[config.mk]
export PLATFORM = sky130hd
export DESIGN_NAME = urv_dm_ahb_bridge
export DESIGN_NICKNAME = d
export VERILOG_FILES = /design/src/rtl/urv_dm_ahb_bridge.sv
export SDC_FILE = /design/constraint.sdc
export NUM_CORES = 1
export LEC_CHECK = 0
export CAP_MARGIN = 10
export CORE_MARGIN = 3
export CORE_UTILIZATION = 40
export CTS_CLUSTER_DIAMETER = 40
export DETAILED_ROUTE_END_ITERATION = 8
export HOLD_SLACK_MARGIN = 0.15
export MAX_ROUTING_LAYER = met4
export PLACE_DENSITY = 0.83
export SLEW_MARGIN = 20
export SYNTH_ARGS = -nofsm -noshare
export SYNTH_HDL_FRONTEND = slang
export SYNTH_SLANG_ARGS = --single-unit
[constraint.sdc]
create_clock -name clk_i -period 2.1 [get_ports clk_i]
set_input_delay 0.42 -clock clk_i [delete_from_list [all_inputs] [get_ports clk_i]]
set_output_delay 0.42 -clock clk_i [all_outputs]
set_load 0.05 [all_outputs]
[src/rtl/urv_dm_ahb_bridge.sv]
// uRV data-memory port to single AHB-Lite master transfers.
// Handles one CPU request at a time, with wait states, error responses, illegal lane masks and a data-phase watchdog.
module urv_dm_ahb_bridge #(
  parameter logic [3:0]  HPROT_VAL      = 4'b0011,
  parameter int unsigned TIMEOUT_CYCLES = 255,
  parameter int unsigned CNT_W          = 8
) (
  input  logic        clk_i,
  input  logic        rst_i,
  input  logic [31:0] dm_addr_i,
  input  logic [31:0] dm_data_s_i,
  input  logic [3:0]  dm_data_select_i,
  input  logic        dm_store_i,
  input  logic        dm_load_i,
  output logic [31:0] dm_data_l_o,
  output logic        dm_load_done_o,
  output logic        dm_store_done_o,
  output logic        dm_ready_o,
  output logic        bus_err_o,
  output logic [31:0] HADDR_O,
  output logic [1:0]  HTRANS_O,
  output logic [2:0]  HSIZE_O,
  output logic        HWRITE_O,
  output logic [31:0] HWDATA_O,
  output logic [2:0]  HBURST_O,
  output logic [3:0]  HPROT_O,
  output logic        HMASTLOCK_O,
  input  logic [31:0] HRDATA_I,
  input  logic        HREADY_I,
  input  logic        HRESP_I
);
  // state | meaning
  // IDLE  | ready, waiting for a CPU load/store request
  // ADDR  | address phase (NONSEQ); for an illegal store mask, a bus-idle holding cycle
  // DATA  | data phase, waiting on HREADY_I with the watchdog running
  // DONE  | one-cycle done pulse (plus bus_err_o on failure) to the CPU
  typedef enum logic [1:0] {S_IDLE, S_ADDR, S_DATA, S_DONE} state_t;

  localparam logic             WDOG_EN   = (TIMEOUT_CYCLES != 0);
  localparam logic [CNT_W-1:0] WDOG_LAST = (TIMEOUT_CYCLES == 0) ? '0 : CNT_W'(TIMEOUT_CYCLES - 1);

  state_t           r_state;
  state_t           w_next;
  logic [31:0]      r_haddr;
  logic [2:0]       r_hsize;
  logic             r_hwrite;
  logic [31:0]      r_hwdata;
  logic             r_illegal;
  logic             r_err;
  logic [31:0]      r_ldata;
  logic [CNT_W-1:0] r_wdog;

  logic             w_req;
  logic             w_legal;
  logic [1:0]       w_off;
  logic [2:0]       w_size;
  logic             w_wdog_hit;
  logic             w_unused;

  // The word address comes from the CPU; the low bits are rebuilt from the lane mask.
  assign w_unused   = ^dm_addr_i[1:0];
  assign w_req      = dm_load_i | dm_store_i;
  assign w_wdog_hit = WDOG_EN && (r_wdog == WDOG_LAST);

  always_comb begin
    w_legal = 1'b1;
    w_off   = 2'b00;
    w_size  = 3'b010;
    case (dm_data_select_i)
      4'b0001: begin w_off = 2'd0; w_size = 3'b000; end
      4'b0010: begin w_off = 2'd1; w_size = 3'b000; end
      4'b0100: begin w_off = 2'd2; w_size = 3'b000; end
      4'b1000: begin w_off = 2'd3; w_size = 3'b000; end
      4'b0011: begin w_off = 2'd0; w_size = 3'b001; end
      4'b1100: begin w_off = 2'd2; w_size = 3'b001; end
      4'b1111: begin w_off = 2'd0; w_size = 3'b010; end
      default: w_legal = 1'b0;
    endcase
  end

  always_comb begin
    w_next = r_state;
    case (r_state)
      S_IDLE: if (w_req) w_next = S_ADDR;
      S_ADDR: begin
        if (r_illegal)     w_next = S_DONE;
        else if (HREADY_I) w_next = S_DATA;
      end
      S_DATA: if (HREADY_I || w_wdog_hit) w_next = S_DONE;
      S_DONE: w_next = S_IDLE;
      default: w_next = S_IDLE;
    endcase
  end

  always_ff @(posedge clk_i) begin
    if (rst_i) begin
      r_state   <= S_IDLE;
      r_haddr   <= '0;
      r_hsize   <= 3'b010;
      r_hwrite  <= 1'b0;
      r_hwdata  <= '0;
      r_illegal <= 1'b0;
      r_err     <= 1'b0;
      r_ldata   <= '0;
      r_wdog    <= '0;
    end else begin
      r_state <= w_next;
      case (r_state)
        S_IDLE: begin
          if (w_req) begin
            // Store wins when both strobes are high; loads are always a full word.
            r_hwrite  <= dm_store_i;
            r_illegal <= dm_store_i & ~w_legal;
            r_err     <= dm_store_i & ~w_legal;
            r_wdog    <= '0;
            r_haddr   <= {dm_addr_i[31:2], dm_store_i ? w_off : 2'b00};
            r_hsize   <= dm_store_i ? w_size : 3'b010;
            if (dm_store_i) r_hwdata <= dm_data_s_i;
          end
        end
        S_DATA: begin
          if (HREADY_I) begin
            r_err <= HRESP_I;
            if (!r_hwrite && !HRESP_I) r_ldata <= HRDATA_I;
          end else if (w_wdog_hit) begin
            r_err <= 1'b1;
          end else begin
            r_wdog <= r_wdog + 1'b1;
          end
        end
        default: ;
      endcase
    end
  end

  assign HTRANS_O        = (r_state == S_ADDR && !r_illegal) ? 2'b10 : 2'b00;
  assign HADDR_O         = r_haddr;
  assign HSIZE_O         = r_hsize;
  assign HWRITE_O        = r_hwrite;
  assign HWDATA_O        = r_hwdata;
  assign HBURST_O        = 3'b000;
  assign HPROT_O         = HPROT_VAL;
  assign HMASTLOCK_O     = 1'b0;
  assign dm_ready_o      = (r_state == S_IDLE);
  assign dm_load_done_o  = (r_state == S_DONE) && !r_hwrite;
  assign dm_store_done_o = (r_state == S_DONE) && r_hwrite;
  assign bus_err_o       = (r_state == S_DONE) && r_err;
  assign dm_data_l_o     = r_ldata;

endmodule

==> results.sh <==
export IMPL_post_route_period_util=0.9527
export IMPL_die_height_um=109.7
export IMPL_fin_skew_ns=0.01535
export IMPL_vias=4424
export IMPL_crit_fanout=2
export IMPL_finalWeightedCongestion=0.8702
export IMPL_filler_cell_count_in_the_final_layout=855
export IMPL_async_flop_share=0
export IMPL_cts_root_buf="sky130_fd_sc_hd__clkbuf_8"
export IMPL_worst_slew_pin_transition_ns=0.5790
export IMPL_drt_pass1_iter_count=5
export IMPL_drc=0
export IMPL_htreeDepth=3
export IMPL_post_synth_cell_area_avg_sq_um=7.819
export IMPL_max_freq_mhz=499.8
export IMPL_core_rowCount=37
export IMPL_power_leakage_nw=2.451
export IMPL_number_of_diodes_added_for_antenna_fixing=0
export IMPL_cp_slowest_cell="sky130_fd_sc_hd__clkdlybuf4s50_1"
export IMPL_postRouteAntennaNets=0
export IMPL_cp_buffers_inverters=1
export IMPL_io_pin_count=220
export IMPL_crit_arrival_ns=1.58
export IMPL_worstPathCellList="clkdlybuf4s50_1"
export IMPL_maxSlewHeadroom=0.6128
export IMPL_final_core_util=0.6500
export IMPL_classification_of_the_worst_slack_hold_path="input port to flop"
export IMPL_insertion_delay_of_the_later_clocked_pin_in_the_worst_skew_pair_ns=0.37
export IMPL_core_area_sq_mm=0.01037
export IMPL_multi_input_area_sq_mm=0.001884
export IMPL_detailed_route_iter0_violations=256
export IMPL_synth_cell_area_sq_mm=0.004300
export IMPL_power_density_cell_area_mw_per_mm2=1044
export IMPL_yosys_cell_types_count=45
export IMPL_final_critical_path_setup_slack_ns=0.09924
export IMPL_hold_viol=0
export IMPL_antenna_found_initial=0
export IMPL_route_detailed_vias_per_inst=4.999
export IMPL_grt_setup_unrepaired="false"
export IMPL_critPathMaxStageDelay_ns=0.83
export IMPL_routedWlPerCell_um=14.74
export IMPL_worst_setup_hold_path_clk_slew_ns=0.10
export IMPL_maximum_number_of_buffers_from_clock_root_to_sink=2
export IMPL_drive_above_1_share=0.05607
export IMPL_global_route_wire_length_before_repair_mm=20.09
export IMPL_cp_start_kind="flop"
export IMPL_initial_utilization=0.4147
export IMPL_detail_route_wirelength_mm=13.05
export IMPL_detailedPlacementHpwl_mm=9.779
export IMPL_cts_num_sinks=111
export IMPL_cts_tree="yes"
export IMPL_cts_made_buffers=9
export IMPL_max_cap_violations=0
export IMPL_path_delay_family="buffers and inverters"
export IMPL_run_status="completed"
export IMPL_design_die_area_sq_mm=0.01203
export IMPL_area_delta_synth_final_pct=56.74
export IMPL_timing_worst_setup_path_type="flop to primary output"
export IMPL_grt_pass1_vias=4288
export IMPL_yosysWarnings=0
export IMPL_worstPathRequired_ns=1.68
export IMPL_crit_path_end_kind="primary output"
export IMPL_final_max_slew_violation_count=0
export IMPL_cts_hold_fix_buffers=0
export IMPL_die_width_um=109.7
export IMPL_setup_viol_count_final=0
export IMPL_share_of_the_yosys_chip_area_belonging_to_registers=0.5167
export IMPL_grt_total_usage=0.2175
export IMPL_grt_start_max_net_pins=57
export IMPL_synth_cells=550
export IMPL_synth_enable_flop_cells=0
export IMPL_timing_final_crit_period_ns=2.001
export IMPL_final_net_count=856
export IMPL_synth_main_ff_cell="sky130_fd_sc_hd__dfxtp_1"
export IMPL_numPortBuffers=207
export IMPL_overflow=0
export IMPL_post_place_setup_slack_ns=-0.01872
export IMPL_ys_ff_latch=111
export IMPL_register_area_sq_mm=0.002223
export IMPL_power_ir_vdd_worst_v=0.0005518
## registers in the layout, summed over array words and instances (netlist names)
| signal | flops |
|---|---|
| r_state | 2 |
| r_err | 1 |
| r_wdog | 8 |
| HWDATA_O | 32 |
| HWRITE_O | 1 |
| HADDR_O | 32 |
| r_illegal | 1 |
| dm_data_l_o | 32 |
| HSIZE_O | 2 |
## final timing paths
path,startpoint,end,slack (ns),cells after the start
worst max-delay path,HWDATA_O[14],HWDATA_O[14],0.1,1
worst min-delay path,rst_i,dm_data_l_o[20],0.44,2
worst max register to register,r_state[1],r_wdog[3],0.15,7
worst min register to register,dm_data_l_o[10],dm_data_l_o[10],0.46,2
## cell families after synthesis
family	after synthesis	share of synthesized area
buffers and inverters	52	0.05703
multiplexers	1	0.002328
other	2	0.001746
adder cells (fa/ha/maj)	6	0.01746
AND/OR/NAND/NOR	245	0.2415
flip-flops	111	0.5167
AO/OA/AOI/OAI	132	0.1612
XOR/XNOR	1	0.002037
## area by class of cell
cell class                 count  share of cell area
timing repair buffer         221              0.3353
sequential                   111              0.3299
multi-input combinational    395              0.2796
tap                          136             0.02525
clock buffer                  11             0.02098
clock inverter                 5            0.005755
inverter                       6            0.003341
## what timing repair did
action                     in CTS  in global routing
buffers inserted                0                  0
setup endpoints to repair       0                  7
resized for setup               0                  2
## where the power goes
group	total (mW)	leakage (nW)	switching, mW	internal, mW
Combinational	3.21	1.45	2.08	1.13
Clock	1.20	0.0903	0.722	0.474
Sequential	2.63	0.906	0.200	2.43
## per-stage QoR
step | hold slack (ns) | instances | instance area (sq um) | power [mW] | TNS [ns]
5_1_grt | 0.4353 | 885 | 6740 | 7.427 | 0
6_report | 0.4376 | 885 | 6740 | 7.036 | 0
3_5_place_dp | 0.4468 | 869 | 6553 | 5.883 | -0.03736
2_1_floorplan | 0.4580 | 558 | 4333 | 4.683 | 0
4_1_cts | 0.4188 | 885 | 6733 | 7.069 | 0
3_3_place_gp | 0.4408 | 869 | 6553 | 5.823 | 0
## synth_stat cells (all sizes together), types with 5 or more instances
master / number / area, sq um
a21oi: 108 / 540.5
buf: 16 / 110.1
clkbuf: 30 / 112.6
dfxtp: 111 / 2222
ha: 6 / 75.07
inv: 6 / 22.52
nand2: 193 / 724.4
nand3: 5 / 25.02
nand4: 5 / 31.28
nor2: 11 / 41.29
o21ai: 12 / 60.05
or3: 6 / 37.54
## cells in the final DEF, fill, tap and decap left out, types with 2 or more instances in the layout
master	synthesis	layout
sky130_fd_sc_hd__or4_1	3	3
sky130_fd_sc_hd__o21ai_0	11	11
sky130_fd_sc_hd__or3_1	6	6
sky130_fd_sc_hd__inv_1	6	6
sky130_fd_sc_hd__clkdlybuf4s50_1	0	200
sky130_fd_sc_hd__clkbuf_8	0	10
sky130_fd_sc_hd__a21oi_1	108	108
sky130_fd_sc_hd__nand2b_1	2	2
sky130_fd_sc_hd__inv_6	0	2
sky130_fd_sc_hd__buf_4	10	13
sky130_fd_sc_hd__buf_12	0	8
sky130_fd_sc_hd__conb_1	2	10
sky130_fd_sc_hd__dfxtp_1	111	110
sky130_fd_sc_hd__nand2_1	193	193
sky130_fd_sc_hd__nand4_1	5	5
sky130_fd_sc_hd__and2_1	3	3
sky130_fd_sc_hd__nor4_1	2	2
sky130_fd_sc_hd__and3_1	4	4
sky130_fd_sc_hd__o211ai_1	2	2
sky130_fd_sc_hd__nand3_1	5	5
sky130_fd_sc_hd__ha_1	6	5
sky130_fd_sc_hd__nor2_1	11	11
sky130_fd_sc_hd__nor2b_1	2	2
## per-layer routing
layer,part of all wire,track usage
met1,0.40,0.2467
met2,0.48,0.3609
met3,0.11,0.08221
met4,0.014,0.05877
met5,0,-
(Power assumes the default switching activity.)
